===== src/rtl/lbp_pkg.sv =====
// Shared types and helpers for the LBP window sequencer.
package lbp_pkg;

  typedef enum logic [1:0] {IDLE, RUN, DRAIN, EMIT} lbp_state_e;

  localparam int LBP_SEL_W = 4;

  function automatic int lbp_cnt_w(input int n);
    return $clog2(n + 1);
  endfunction

endpackage


===== src/rtl/lbp_code_shift.sv =====
// N_NEIGH-bit shift-in collector: first captured bit ends up as the MSB.
module lbp_code_shift
  import lbp_pkg::*;
#(
  parameter int N_NEIGH = 8
) (
  input  logic               clk,
  input  logic               reset,
  input  logic               clr,
  input  logic               cap_en,
  input  logic               bit_in,
  output logic [N_NEIGH-1:0] code
);

  logic [N_NEIGH-1:0] code_q;
  logic [N_NEIGH-1:0] code_d;

  always_comb begin
    code_d = code_q;
    if (clr) begin
      code_d = '0;
    end else if (cap_en) begin
      code_d = N_NEIGH'({code_q, bit_in});
    end
  end

  always_ff @(posedge clk or posedge reset) begin
    if (reset) begin
      code_q <= '0;
    end else begin
      code_q <= code_d;
    end
  end

  assign code = code_q;

endmodule


===== src/rtl/lbp_window_seq.sv =====
// LBP window sequencer: streams neighbours into the dual-channel comparison
// stage and gathers its result bits into two codes. Optional cross-check: LBP_SEQ_XCHK_EN.
module lbp_window_seq
  import lbp_pkg::*;
#(
  parameter int N_NEIGH = 8,
  parameter int PIX_W   = 8
) (
  input  logic                 clk,
  input  logic                 reset,
  input  logic                 pix_valid,
  output logic                 pix_ready,
  input  logic [PIX_W-1:0]     pix_data,
  input  logic [LBP_SEL_W-1:0] cfg_sel1,
  input  logic [LBP_SEL_W-1:0] cfg_sel2,
  input  logic                 cfg_minmax,
  output logic [PIX_W-1:0]     oc_x,
  output logic [LBP_SEL_W-1:0] oc_sel1,
  output logic [LBP_SEL_W-1:0] oc_sel2,
  output logic                 oc_minmax,
  output logic                 oc_clr,
  input  logic                 oc_out1,
  input  logic                 oc_out2,
  output logic                 code_valid,
  input  logic                 code_ready,
  output logic [N_NEIGH-1:0]   code1,
  output logic [N_NEIGH-1:0]   code2,
  output logic                 code_err
);

  localparam int CW = lbp_cnt_w(N_NEIGH);

  lbp_state_e           state_q, state_d;
  logic [CW-1:0]        acc_cnt_q, acc_cnt_d;
  logic [CW-1:0]        cap_cnt_q, cap_cnt_d;
  logic                 v1_q, v1_d, v2_q, v2_d;
  logic                 pix_ready_q, pix_ready_d;
  logic [PIX_W-1:0]     oc_x_q, oc_x_d;
  logic [LBP_SEL_W-1:0] oc_sel1_q, oc_sel1_d, oc_sel2_q, oc_sel2_d;
  logic                 oc_minmax_q, oc_minmax_d;
  logic                 oc_clr_q, oc_clr_d;
  logic                 code_valid_q, code_valid_d;
  logic                 accept, cap_en, clr_codes;
`ifdef LBP_SEQ_XCHK_EN
  logic                 code_err_q, code_err_d;
  logic [N_NEIGH:0]     shift1, shift2;
  assign shift1 = {code1, oc_out1};
  assign shift2 = {code2, oc_out2};
`endif

  always_comb begin
    state_d      = state_q;
    acc_cnt_d    = acc_cnt_q;
    cap_cnt_d    = cap_cnt_q;
    oc_x_d       = oc_x_q;
    oc_sel1_d    = oc_sel1_q;
    oc_sel2_d    = oc_sel2_q;
    oc_minmax_d  = oc_minmax_q;
    clr_codes    = 1'b0;
`ifdef LBP_SEQ_XCHK_EN
    code_err_d   = code_err_q;
`endif
    accept = pix_valid && pix_ready_q;
    // Only cycles two beats after an accept carry a live stage result.
    cap_en = v2_q && (state_q == RUN || state_q == DRAIN);
    v1_d   = accept;
    v2_d   = v1_q;
    if (accept) oc_x_d = pix_data;
    if (cap_en) cap_cnt_d = cap_cnt_q + 1'b1;

    case (state_q)
      IDLE: if (accept) begin
        oc_sel1_d   = cfg_sel1;
        oc_sel2_d   = cfg_sel2;
        oc_minmax_d = cfg_minmax;
        acc_cnt_d   = '0;
        cap_cnt_d   = '0;
        clr_codes   = 1'b1;
`ifdef LBP_SEQ_XCHK_EN
        code_err_d  = 1'b0;
`endif
        state_d     = (N_NEIGH == 1) ? DRAIN : RUN;
      end
      RUN: if (accept) begin
        acc_cnt_d = acc_cnt_q + 1'b1;
        if (acc_cnt_d == CW'(N_NEIGH - 1)) state_d = DRAIN;
      end
      DRAIN: if (cap_en && cap_cnt_d == CW'(N_NEIGH)) begin
        state_d = EMIT;
`ifdef LBP_SEQ_XCHK_EN
        code_err_d = !oc_minmax_q && (shift1[N_NEIGH-1:0] != shift2[N_NEIGH-1:0]);
`endif
      end
      EMIT: if (code_ready) state_d = IDLE;
      default: state_d = IDLE;
    endcase

    pix_ready_d  = (state_d == IDLE) || (state_d == RUN);
    code_valid_d = (state_d == EMIT);
    oc_clr_d     = (state_d == IDLE);
  end

  always_ff @(posedge clk or posedge reset) begin
    if (reset) begin
      state_q      <= IDLE;
      acc_cnt_q    <= '0;
      cap_cnt_q    <= '0;
      v1_q         <= 1'b0;
      v2_q         <= 1'b0;
      pix_ready_q  <= 1'b0;
      oc_x_q       <= '0;
      oc_sel1_q    <= '0;
      oc_sel2_q    <= '0;
      oc_minmax_q  <= 1'b0;
      oc_clr_q     <= 1'b1;
      code_valid_q <= 1'b0;
`ifdef LBP_SEQ_XCHK_EN
      code_err_q   <= 1'b0;
`endif
    end else begin
      state_q      <= state_d;
      acc_cnt_q    <= acc_cnt_d;
      cap_cnt_q    <= cap_cnt_d;
      v1_q         <= v1_d;
      v2_q         <= v2_d;
      pix_ready_q  <= pix_ready_d;
      oc_x_q       <= oc_x_d;
      oc_sel1_q    <= oc_sel1_d;
      oc_sel2_q    <= oc_sel2_d;
      oc_minmax_q  <= oc_minmax_d;
      oc_clr_q     <= oc_clr_d;
      code_valid_q <= code_valid_d;
`ifdef LBP_SEQ_XCHK_EN
      code_err_q   <= code_err_d;
`endif
    end
  end

  lbp_code_shift #(.N_NEIGH(N_NEIGH)) u_shift1 (
    .clk(clk), .reset(reset), .clr(clr_codes), .cap_en(cap_en), .bit_in(oc_out1), .code(code1)
  );
  lbp_code_shift #(.N_NEIGH(N_NEIGH)) u_shift2 (
    .clk(clk), .reset(reset), .clr(clr_codes), .cap_en(cap_en), .bit_in(oc_out2), .code(code2)
  );

  assign pix_ready  = pix_ready_q;
  assign oc_x       = oc_x_q;
  assign oc_sel1    = oc_sel1_q;
  assign oc_sel2    = oc_sel2_q;
  assign oc_minmax  = oc_minmax_q;
  assign oc_clr     = oc_clr_q;
  assign code_valid = code_valid_q;
`ifdef LBP_SEQ_XCHK_EN
  assign code_err   = code_err_q;
`else
  assign code_err   = 1'b0;
`endif

endmodule


===== config.mk =====
export PLATFORM = sky130hd
export DESIGN_NAME = lbp_window_seq
export DESIGN_NICKNAME = d
export VERILOG_FILES = /design/src/rtl/lbp_pkg.sv /design/src/rtl/lbp_code_shift.sv /design/src/rtl/lbp_window_seq.sv
export SDC_FILE = /design/constraint.sdc
export NUM_CORES = 1
export LEC_CHECK = 0
export ABC_AREA = 1
export ABC_CLOCK_PERIOD_IN_PS = 2600
export BUFFER_PORTS_ARGS = -buffer_cell sky130_fd_sc_hd__buf_2
export CAP_MARGIN = 20
export CORE_ASPECT_RATIO = 0.9
export CORE_UTILIZATION = 45
export DETAILED_ROUTE_END_ITERATION = 7
export GPL_TIMING_DRIVEN = 0
export PLACE_DENSITY = 0.67
export SYNTH_ARGS = -nofsm -noshare
export SYNTH_HDL_FRONTEND = slang
export SYNTH_HIERARCHICAL = 1
export SYNTH_SLANG_ARGS = --single-unit

===== constraint.sdc =====
create_clock -name clk -period 2.6 [get_ports clk]
set_clock_uncertainty 0.15 [all_clocks]
set_input_delay 0.65 -clock clk [delete_from_list [all_inputs] [get_ports clk]]
set_output_delay 0.65 -clock clk [all_outputs]
set_load 0.05 [all_outputs]

==> impl_results.md <==
* Root buffer cell: clkbuf_8
* Post-Synth Adder-Cell Area at ~4.6%
* Num ports at 60
* Placed insts at 367
* Fin crit share at roughly 75%
* First-pass DRT Iterations at 4
* Pwr dens at 1320 nW/um2
* Syn_nets at approximately 280
* Gr usage total at 17.2%
* Hold Vio Cnt, Final at 0
* WP data required at 2690 ps
* Critical path endpoint category: flip-flop
* Final WL at 4.06 mm
* Layout cells sized above 1 at a little under a third
* Post-DP HPWL at between 2 and 3 mm
* Part of the power in the clock network at about an eighth
* Bufs on Longest Clock Path at 2
* Post-synthesis area per instance at 8.89 um2
* Largest net degree at the start of global routing at 25
* Die area at 5140 um2
* GPL Wtd Cong at ~0.8
* Post-placement cell area at around 2600 um2
* Core box area at roughly 4500 um2
* DRC at 0
* Hold Buf Count CTS at 0
* Static Leak at approximately 1.6 nW
* Seq pwr share at ~35%
* Synth Area in XOR/XNOR at 0%
* Setup_tns at 0 ps
* Post-Layout Cell Count at roughly 380
* Maxcap violations at 0
* Pint at about 1.7 mW
* CTS sink count at between 40 and 50
* Post-synth ARST share at between 90% and 100%
* # setup viols final at 0
* Largest family of logic cells by synthesized area: simple AND/OR/NAND/NOR gates
* Slew Viols, Final at 0
* Maximum vdd drop at about 0.7 mV
* Kind of critical path: flip-flop to flip-flop
* H-tree Lvls at 2
* Post-Syn Area at 2190 um2
* Initial Util at roughly half
* Post-Synth Simple-Gate Area at 29.7%
* TritonCTS buffer count at 5
* CTS tree: yes
* P_sw at between 1.5 and 2 mW
* Final nets at roughly 340
* Antenna Cells at 0
* Reg2reg setup slack at around 650 ps
* Top FF cell, synth: dfrtp_1
* CP peak stage delay at about 450 ps
* Post-layout util at 58.9%
* Register area share after synthesis at a little over half
* Worst min-delay path class: input port to async pin
* Max FO, Critical Path at 5
* Port Buffers at 58
* RSZ-0062 raised after global routing: false
* Cell variety after synth at 26
* Most frequent CP cell: nand2_1
* CP arrival at approximately 2000 ps
* Post-synthesis register bit count at between 40 and 50
* Die Height at ~70 um
* Post-synth EDFFs at 0
* Cell Rows at 23
* Chip width at approximately 75 um
* Clk_lat worst skew at ~300 ps
* Vias post-DR at approximately 1.7k
* Number of global-route vias before repair at about 1.5k
* Fmax at approximately 510 MHz
* Final min period at 1950 ps
* Cell family with most CP delay: simple AND/OR/NAND/NOR gates
* Multiplexer area fraction after synthesis at 0%
* Ys Warns at 6
* Routed Antenna Nets at 0
* Hold slack at between 150 and 200 ps
* Setup crit start kind: flip-flop
* Starting DRT DRC Count at 78
* Max stage delay cell, worst path: dfrtp_1
* Synthesized instance count at about 250
* WL per Instance at around 11 um
* DR vias/cell at 4.50
* Global-route wire length before repair at approximately 6.5 mm
* Crit path cell chain: inv_1 -> ha_1 -> nand2_2 -> clkinv_2 -> nand3_2 -> nand2_1 -> nand2_1 -> nand2_1 -> nand3_2 -> nand2_2 -> nor2_2
* Synth Area in Compound Gates at under 10%
* # resized after CTS at 0
* Clk pin slew, worst setup/hold paths at 80 ps
* Post-CTS setup buffers at 0
* Syn-to-layout area delta at 22.5%
* Gr ovfl total at 0
* Combinational fraction of design power at between 50% and 60%
* Finished Cell Area at approximately 2700 um2
* Sw Share at roughly half
* Worst Path Buf+Inv at 2
* Status: finished clean
* Antenna violations before repair at 0
[worst reg2reg max path: cells and delay by family, from the launching register on]
| family | cells | cell delay [ps] |
|---|---|---|
| adders and majority gates | 1 | 360 |
| DFF | 1 | 450 |
| buffers and inverters | 2 | 260 |
| and+or+nand+nor | 8 | 670 |
[stage by stage]
stage / worst slack, ps / power (mW)
finish: 655 / 3.53
global route: 492 / 3.75
CTS: 650 / 3.57
detailed placement: 551 / 3.09
global placement: 564 / 3.06
floorplan: 774 / 2.68
[cell usage after synthesis, drive strengths merged, types with 2 or more instances]
| master | count | area [um2] |
|---|---|---|
| nor2 | 9 | 76.3 |
| ha | 8 | 100 |
| nand3 | 25 | 135 |
| o22ai | 2 | 12.5 |
| inv | 22 | 82.6 |
| buf | 6 | 50.0 |
| dfrtp | 47 | 1180 |
| nand4 | 2 | 12.5 |
| nand2 | 110 | 425 |
| o21ai | 5 | 36.3 |
| a21oi | 6 | 33.8 |
[routing by layer]
metal | global-route usage, % | part of all wire (%)
met4 | 8.33 | 1.6
met2 | 26.5 | 44
met1 | 22.8 | 50
met5 | 0 | 0
met3 | 4.12 | 3.7
[cell type report]
class                   count  area [um2]
multi-input cells         169         847
fillers                   420        1870
clock buffers               6        82.6
inverters                  23        87.6
flip-flops and latches     48        1200
well taps                  62        77.6
repair buffers             59         318
clock inverters             2        13.8
plain buffers               6        50.0
[final timing paths]
path / cells past startpoint / from / end
setup / recovery: 11 / state_q[0]$_DFF_PP0_ / oc_clr$_DFF_PP1_
hold / removal: 2 / reset / u_shift1/code[1]$_DFFE_PP0P_
setup reg to reg: 11 / state_q[0]$_DFF_PP0_ / oc_clr$_DFF_PP1_
hold reg to reg: 0 / v1_q$_DFF_PP0_ / v2_q$_DFF_PP0_
max in group asynchronous: 3 / reset / cap_cnt_q[0]$_DFF_PP0_
min in group clk: 0 / v1_q$_DFF_PP0_ / v2_q$_DFF_PP0_
[placed cells by master (no fill, tap or decap)]
cell type and count:
nor2_8 2, nor2_1 5, clkinv_2 2, inv_2 6, clkbuf_8 6, nand3_1 23, conb_1 1, nand2_1 105
o21ai_4 1, dfstp_2 1, nor2_2 1, buf_4 3, nand3_2 2, buf_16 1, inv_1 16, nand4_1 2
inv_6 1, ha_1 8, dfrtp_1 47, o21bai_2 1, a21oi_1 5, buf_6 2, o21ai_1 2, o22ai_1 2
buf_2 59, nor2_4 1, nand2_2 5, o21ai_0 2, a21oi_2 1
[logic make-up (layout without fill, tap and decap cells)]
kind of cell,Yosys count,in the layout
AO/OA/AOI/OAI,14,14
adder cells (fa/ha/maj),8,8
buffers and inverters,29,96
flip-flops,48,48
other,1,1
AND/OR/NAND/NOR,146,146
[registers in the layout, summed over array words and instances, names as in the netlist]
register and flops:
acc_cnt_q 4, cap_cnt_q 4, code_valid 1, oc_clr 1
oc_minmax 1, oc_sel1 4, oc_sel2 4, oc_x 8
pix_ready 1, state_q 2, u_shift1/code 8, u_shift2/code 8
v1_q 1, v2_q 1
[power groups by stage]
stage	logic [mW]	clock network, mW	registers (mW)
floorplan	0.743	0	1.94
global placement	1.84	0	1.22
detailed placement	1.87	0	1.22
CTS	1.87	0.481	1.21
global route	2.00	0.507	1.25
finish	1.85	0.459	1.22
(Power assumes the default switching activity.)
